### config.mk
export PLATFORM = sky130hd
export DESIGN_NAME = fpadd_arbiter_flat
export DESIGN_NICKNAME = d
export VERILOG_FILES = /design/src/rtl/fpadd_arbiter_if.sv /design/src/rtl/fpadd_arbiter.sv /design/src/flat_wrapper.sv
export SDC_FILE = /design/constraint.sdc
export NUM_CORES = 1
export LEC_CHECK = 0
export CAP_MARGIN = 10
export CORE_UTILIZATION = 40
export DETAILED_ROUTE_END_ITERATION = 8
export PLACE_DENSITY = 0.8
export SETUP_SLACK_MARGIN = 0.5
export SYNTH_ARGS = -nofsm -noshare
export SYNTH_HDL_FRONTEND = slang
export SYNTH_SLANG_ARGS = --single-unit
### constraint.sdc
create_clock -name clk -period 6.9 [get_ports clk]
set_clock_uncertainty 0.2 [all_clocks]
set_input_delay 1.035 -clock clk [delete_from_list [all_inputs] [get_ports clk]]
set_output_delay 1.035 -clock clk [all_outputs]
set_load 0.01 [all_outputs]
### src/rtl/fpadd_arbiter_if.sv
// rtl/fpadd_arbiter_if.sv - requester, adder and result signals of the shared fp adder arbiter
interface fpadd_arbiter_if;
    logic        req0_valid;
    logic [31:0] req0_a;
    logic [31:0] req0_b;
    logic        req0_ready;
    logic        req1_valid;
    logic [31:0] req1_a;
    logic [31:0] req1_b;
    logic        req1_ready;
    logic [31:0] add_a;
    logic [31:0] add_b;
    logic [31:0] add_out;
    logic        res0_valid;
    logic        res1_valid;
    logic [31:0] res_data;
    logic        busy;

    modport master (
        output req0_valid, req0_a, req0_b, req1_valid, req1_a, req1_b, add_out,
        input  req0_ready, req1_ready, add_a, add_b, res0_valid, res1_valid, res_data, busy
    );

    modport slave (
        input  req0_valid, req0_a, req0_b, req1_valid, req1_a, req1_b, add_out,
        output req0_ready, req1_ready, add_a, add_b, res0_valid, res1_valid, res_data, busy
    );
endinterface

### src/rtl/fpadd_arbiter.sv
// rtl/fpadd_arbiter.sv - round-robin sharing of one pipelined fp adder between two requesters
// A tag pipeline aligned with the adder latency steers each sum back to its issuer.
module fpadd_arbiter #(
    parameter int LATENCY = 5,
    parameter int MAX_OUT = 4,
    parameter int CW      = 3
) (
    input  logic           clk,
    input  logic           rst,
    fpadd_arbiter_if.slave bus
);
    logic [CW-1:0]    r_out0;
    logic [CW-1:0]    r_out1;
    logic             r_last;
    logic [LATENCY:0] r_tag_v;
    logic [LATENCY:0] r_tag_id;
    logic [31:0]      r_add_a;
    logic [31:0]      r_add_b;
    logic [31:0]      r_res_data;
    logic             r_res0_valid;
    logic             r_res1_valid;

    logic w_elig0, w_elig1, w_grant0, w_grant1, w_grant;
    logic w_ret, w_ret0, w_ret1;

    function automatic logic [CW-1:0] next_out(input logic [CW-1:0] cur,
                                               input logic inc, input logic dec);
        case ({inc, dec})
            2'b10:   return cur + CW'(1);
            2'b01:   return cur - CW'(1);
            default: return cur;
        endcase
    endfunction

    // Gating with rst keeps both readies low while reset is asserted.
    assign w_elig0  = rst && bus.req0_valid && (r_out0 < CW'(MAX_OUT));
    assign w_elig1  = rst && bus.req1_valid && (r_out1 < CW'(MAX_OUT));
    assign w_grant0 = w_elig0 && (!w_elig1 || r_last);
    assign w_grant1 = w_elig1 && (!w_elig0 || !r_last);
    assign w_grant  = w_grant0 || w_grant1;

    // Stage 0 rides with add_a/add_b; stages 1..LATENCY follow the adder's internal stages.
    assign w_ret  = r_tag_v[LATENCY];
    assign w_ret0 = w_ret && !r_tag_id[LATENCY];
    assign w_ret1 = w_ret &&  r_tag_id[LATENCY];

    always_ff @(posedge clk or negedge rst) begin
        if (!rst) begin
            r_out0       <= '0;
            r_out1       <= '0;
            r_last       <= 1'b1;
            r_tag_v      <= '0;
            r_tag_id     <= '0;
            r_add_a      <= '0;
            r_add_b      <= '0;
            r_res_data   <= '0;
            r_res0_valid <= 1'b0;
            r_res1_valid <= 1'b0;
        end else begin
            if (w_grant) begin
                r_add_a <= w_grant1 ? bus.req1_a : bus.req0_a;
                r_add_b <= w_grant1 ? bus.req1_b : bus.req0_b;
                r_last  <= w_grant1;
            end
            r_tag_v      <= {r_tag_v[LATENCY-1:0], w_grant};
            r_tag_id     <= {r_tag_id[LATENCY-1:0], w_grant1};
            r_res0_valid <= w_ret0;
            r_res1_valid <= w_ret1;
            if (w_ret) begin
                r_res_data <= bus.add_out;
            end
            r_out0 <= next_out(r_out0, w_grant0, w_ret0);
            r_out1 <= next_out(r_out1, w_grant1, w_ret1);
        end
    end

    assign bus.req0_ready = w_grant0;
    assign bus.req1_ready = w_grant1;
    assign bus.add_a      = r_add_a;
    assign bus.add_b      = r_add_b;
    assign bus.res_data   = r_res_data;
    assign bus.res0_valid = r_res0_valid;
    assign bus.res1_valid = r_res1_valid;
    assign bus.busy       = (r_out0 != '0) || (r_out1 != '0);
endmodule

### src/flat_wrapper.sv
// flat-port wrapper written by rule: the top's interface ports become plain ports
module fpadd_arbiter_flat 
#(
    parameter int LATENCY = 5,
    parameter int MAX_OUT = 4,
    parameter int CW      = 3
)
  (clk, rst, bus_req0_valid, bus_req0_a, bus_req0_b, bus_req1_valid, bus_req1_a, bus_req1_b, bus_add_out, bus_req0_ready, bus_req1_ready, bus_add_a, bus_add_b, bus_res0_valid, bus_res1_valid, bus_res_data, bus_busy);
  fpadd_arbiter_if bus_i ();
  input  logic clk;
  input  logic rst;
  input wire logic [$bits(bus_i.req0_valid)-1:0] bus_req0_valid;
  input wire logic [$bits(bus_i.req0_a)-1:0] bus_req0_a;
  input wire logic [$bits(bus_i.req0_b)-1:0] bus_req0_b;
  input wire logic [$bits(bus_i.req1_valid)-1:0] bus_req1_valid;
  input wire logic [$bits(bus_i.req1_a)-1:0] bus_req1_a;
  input wire logic [$bits(bus_i.req1_b)-1:0] bus_req1_b;
  input wire logic [$bits(bus_i.add_out)-1:0] bus_add_out;
  output wire logic [$bits(bus_i.req0_ready)-1:0] bus_req0_ready;
  output wire logic [$bits(bus_i.req1_ready)-1:0] bus_req1_ready;
  output wire logic [$bits(bus_i.add_a)-1:0] bus_add_a;
  output wire logic [$bits(bus_i.add_b)-1:0] bus_add_b;
  output wire logic [$bits(bus_i.res0_valid)-1:0] bus_res0_valid;
  output wire logic [$bits(bus_i.res1_valid)-1:0] bus_res1_valid;
  output wire logic [$bits(bus_i.res_data)-1:0] bus_res_data;
  output wire logic [$bits(bus_i.busy)-1:0] bus_busy;
  assign bus_i.req0_valid = bus_req0_valid;
  assign bus_i.req0_a = bus_req0_a;
  assign bus_i.req0_b = bus_req0_b;
  assign bus_i.req1_valid = bus_req1_valid;
  assign bus_i.req1_a = bus_req1_a;
  assign bus_i.req1_b = bus_req1_b;
  assign bus_i.add_out = bus_add_out;
  assign bus_req0_ready = bus_i.req0_ready;
  assign bus_req1_ready = bus_i.req1_ready;
  assign bus_add_a = bus_i.add_a;
  assign bus_add_b = bus_i.add_b;
  assign bus_res0_valid = bus_i.res0_valid;
  assign bus_res1_valid = bus_i.res1_valid;
  assign bus_res_data = bus_i.res_data;
  assign bus_busy = bus_i.busy;
  fpadd_arbiter #(.LATENCY(LATENCY), .MAX_OUT(MAX_OUT), .CW(CW)) u_core (.clk(clk), .rst(rst), .bus(bus_i));
endmodule
# Word-level counts from Yosys, hierarchy flattened
# Index checks and enable logic that the tools add are counted.
[word_totals]
rom_bits = 0
output_inout_bits = 101
memories = 0
ramBits = 0
latchBits = 0
elab_cells = 44
regBits = 117
[op_classes]
magnitude_cmp = 2
reduce_logical = 20
div = 0
n_shift = 0
n_mux = 4
eq_ne = 4
bitwise = 0
add_sub_neg = 4
multipliers = 0
[op_table]
columns = ["operator", "count"]
rows = [
  ["32-bit 2-to-1 mux", 2],
  ["3-bit one-hot mux with 2 select lines", 2],
  ["1-bit logical AND", 8],
  ["3-bit by 1-bit adder with 3-bit output (second input constant)", 2],
  ["3-bit < comparator (second input constant)", 2],
  ["3-bit nonzero test", 2],
  ["3-bit by 1-bit subtractor with 3-bit output (second input constant)", 2],
  ["2-bit by 1-bit equality test with 1-bit output (second input constant)", 2],
  ["2-bit equality test (second input constant)", 2],
  ["1-bit logical NOT", 4],
  ["1-bit logical OR", 4],
  ["2-bit nonzero test", 2],
]

# Longest topological paths before layout
[depth]
ltp_word = 7
ltp_mapped = 9
depth_no_buf = 8

# Least setup slack after synthesis
# Ideal clock, no wire load.
[synth_timing]
path_kind = "in2out"
from = "input port bus_req1_valid"
to = "output port bus_req0_ready"
stages = 4
path_buffers = 1
t_arrival_ns = 1.697
required_ns = 5.665
slack_ns = 3.968
cell_sequence = "nor3b_2 buf_4 or2_2 inv_1"
[synth_via]
elab_chain_cells = 5
[synth_lines]
columns = ["item", "line", "rtl"]
rows = [
  ["start, declared", "flat_wrapper.sv:15", "input wire logic [$bits(bus_i.req1_valid)-1:0] bus_req1_valid;"],
  ["1-bit logical AND (2 in a row)", "fpadd_arbiter.sv:37", "assign w_elig1 = rst && bus.req1_valid && (r_out1 < CW'(MAX_OUT));"],
  ["1-bit logical NOT", "fpadd_arbiter.sv:38", "assign w_grant0 = w_elig0 && (!w_elig1 || r_last);"],
  ["1-bit logical OR", "fpadd_arbiter.sv:38", ""],
  ["1-bit logical AND", "fpadd_arbiter.sv:38", ""],
  ["end, declared", "flat_wrapper.sv:19", "output wire logic [$bits(bus_i.req0_ready)-1:0] bus_req0_ready;"],
]
# Every way passes these cells.

# Final worst setup path
[layout_timing]
from = "input port rst"
to = "output port bus_req0_ready"
[layout_via]
elab_chain_cells = 5
elab_cells_between_ends = 7
cone_classes = "7 x reduce/logical"
[layout_lines]
columns = ["item", "line", "rtl"]
rows = [
  ["start, declared", "flat_wrapper.sv:11", "input logic rst;"],
  ["1-bit logical AND (2 in a row)", "fpadd_arbiter.sv:37", ""],
  ["1-bit logical NOT", "fpadd_arbiter.sv:38", ""],
  ["1-bit logical OR", "fpadd_arbiter.sv:38", ""],
  ["1-bit logical AND (*)", "fpadd_arbiter.sv:38", ""],
]
# Mark *: on every way between the ends. The rest lies on a longest branch, timed or not.

==> impl_metrics.env <==
export IMPL_design_area_sq_um=8690
export IMPL_status="finished clean"
export IMPL_fp_dieW_microns=118
export IMPL_clock_latency_ns=0.41
export IMPL_core_area_sq_um=12800
export IMPL_die_h_microns=118
export IMPL_total_power_uw=3630
export IMPL_yosysUniqueCellTypes=26
export IMPL_use_met2_pct=40.0
export IMPL_postCtsSetupBuffers=0
export IMPL_min_period_ns=4.28
export IMPL_r2r_start="u_core.r_out1[2]"
export IMPL_p_leak_uw=0.00390
export IMPL_syn_area_per_cell_sq_um=11.4
export IMPL_die_area_sq_um=13800
export IMPL_n_antenna_cell=0
export IMPL_crit_start="rst"
export IMPL_fillers=958
export IMPL_worstSetupPathType="input pin to primary output"
export IMPL_pre_cts_ws_ns=2.50
export IMPL_gr_total_overflow=0
export IMPL_drt_total_wl_microns=14900
export IMPL_cts_root_buf="clkbuf_16"
export IMPL_grtUsageTotal_pct=22.5
export IMPL_reg2regPathDepth=9
export IMPL_firstDrtPassIters=4
export IMPL_finalCritPeriodShare_pct=62.1
export IMPL_worst_pin_slew_ns=0.983
export IMPL_ys_warn_count=0
export IMPL_path_max_fanout=66
export IMPL_cts_tree="done"
export IMPL_h_tree_depth=4
export IMPL_cts_buffers=17
export IMPL_critPathArrivalTime_ns=3.05
export IMPL_post_cts_resized=0
export IMPL_dp_hpwl_microns=10800
export IMPL_crit_required_ns=5.66
export IMPL_fmax_mhz=234
export IMPL_ys_seq_elements=117
export IMPL_post_route_drc_count=0
export IMPL_grt_pass1_vias=4732
export IMPL_final_nets=894
export IMPL_drtIter0Drc=357
export IMPL_end_kind="primary output"
export IMPL_hold_viol=0
export IMPL_syn2layout_area_growth_pct=62.5
export IMPL_port_buffers=264
export IMPL_utilization_pct=67.7
export IMPL_viasPerCell=4.88
export IMPL_vias=4446
export IMPL_worst_slack_ns=2.62
export IMPL_hold_class="register to register"
export IMPL_grt_pass1_wl_microns=24400
export IMPL_placed_area_sq_um=8080
export IMPL_pin_count=265
export IMPL_postRouteAntennaNets=0
export IMPL_drive_gt1_share_pct=15.8
export IMPL_postCtsHoldBufs=0
export IMPL_path_clk_slew_ns=0.06
export IMPL_syn_num_nets=637
export IMPL_min_from="u_core.r_tag_id[0]"
export IMPL_finalSetupViolations=0
export IMPL_startpoint_type="input pin"
export IMPL_final_common_cell="clkdlybuf4s50_1"
export IMPL_maxCapViolCount=0
export IMPL_syn_inst=469
export IMPL_grt_busiest_layer="met2"
export IMPL_placementRows=41
export IMPL_netlist_area_sq_um=5350
export IMPL_ir_drop_mv=0.184
export IMPL_grtUsageMet3_pct=5.77
export IMPL_wl_per_cell_microns=16.4
export IMPL_antenna_found_initial=0
export IMPL_use_met1_pct=26.1
export IMPL_rsz0062_at_grt="no"
export IMPL_rrSetupSlack_ns=3.83
export IMPL_slew_headroom_pct=34.5
export IMPL_hold_depth=0
export IMPL_hold_end="u_core.r_tag_id[1]"
export IMPL_clockBufferDepth=2
export IMPL_grt_max_degree=67
export IMPL_clock_sinks=117
export IMPL_finalMaxSlewViolations=0
export IMPL_ys_seq_area_share_pct=54.8
export IMPL_initial_core_util_pct=41.7
export IMPL_layout_common_cells="263 x clkdlybuf4s50_1, 131 x inv_1, 116 x dfrtp_1"
export IMPL_gp_congestion=0.884
export IMPL_powerDensity_nw_per_um2=417
export IMPL_fin_setup_tns_ns=0
export IMPL_r2r_end="u_core.r_out1[2]"
==> layout make-up <==
class | count | area, sq um | area share, %
Multi-Input combinational cell | 189 | 1760 | 20.3
Clock inverter | 14 | 178 | 2.05
Tap cell | 172 | 215 | 2.48
Inverter | 131 | 492 | 5.66
Sequential cell | 117 | 2930 | 33.7
Timing Repair Buffer | 270 | 2690 | 30.9
Clock buffer | 18 | 429 | 4.94
==> cell families after synthesis <==
family                   count (synthesis)  share of synthesized area (%)
AO/OA/AOI/OAI                           67                           15.4
flip-flops                             117                           54.8
multiplexers                            34                           7.16
AND/OR/NAND/NOR                         78                           7.56
XOR/XNOR                                 6                          0.983
adder cells (fa/ha/maj)                  4                           1.22
buffers and inverters                  163                           12.8
==> synthesized netlist by cell type (all sizes together) <==
| cell type | number | area, sq um |
|---|---|---|
| fa | 2 | 40.0 |
| nor2b | 3 | 18.8 |
| nor3b | 1 | 12.5 |
| xor2 | 2 | 17.5 |
| o21ai | 2 | 10.0 |
| nor2 | 3 | 11.3 |
| buf | 27 | 176 |
| inv | 131 | 492 |
| a21oi | 1 | 5.00 |
| a221oi | 64 | 811 |
| nor3 | 64 | 320 |
| dfstp | 1 | 26.3 |
| and2 | 1 | 6.26 |
| or2 | 1 | 6.26 |
| nor4 | 1 | 6.26 |
| nand2 | 2 | 7.51 |
| ha | 2 | 25.0 |
| nand3b | 2 | 15.0 |
| clkbuf | 5 | 18.8 |
| dfrtp | 116 | 2900 |
| mux2 | 34 | 383 |
| xnor2 | 4 | 35.0 |
==> per-layer routing <==
metal	share of wire (%)	vias up
li1	-	2091
met4	1.3	0
met2	52	179
met5	0	-
met3	5.8	15
met1	41	2161
==> power by group <==
group	switching, uW	internal [uW]	total, uW	leakage, uW
logic	637	880	1520	0.00228
clock network	324	571	894	0.000283
registers	203	1010	1210	0.00134
==> sequential cells by signal, indices dropped and copies added, names as in the netlist <==
name	cells
u_core.r_tag_v	6
u_core.r_tag_id	6
u_core.bus.res0_valid	1
u_core.bus.add_b	32
u_core.r_out1	3
u_core.bus.add_a	32
u_core.r_out0	3
u_core.bus.res1_valid	1
u_core.r_last	1
u_core.bus.res_data	32
==> worst max-delay path by stage <==
stage	slack, ns	to	cells past startpoint
4_1_cts	2.50	bus_req0_ready	6
3_3_place_gp	2.54	bus_req0_ready	6
5_1_grt	2.34	bus_req0_ready	6
6_report	2.62	bus_req0_ready	6
2_1_floorplan	3.97	bus_req0_ready	4
3_5_place_dp	2.50	bus_req0_ready	6
==> critical path: stages <==
cell and delay, ns:
buf_4 0.55, nand3b_1 0.14, buf_4 0.32, or2_2 0.39, inv_1 0.05, clkdlybuf4s50_1 0.54
==> metrics by stage <==
step	instances	hold slack [ns]
after floorplan	469	0.131
after global placement	879	0.131
after detailed placement	879	0.137
after CTS	911	0.150
after global routing	911	0.154
final	911	0.148
Power figures use the tool's default switching activity.
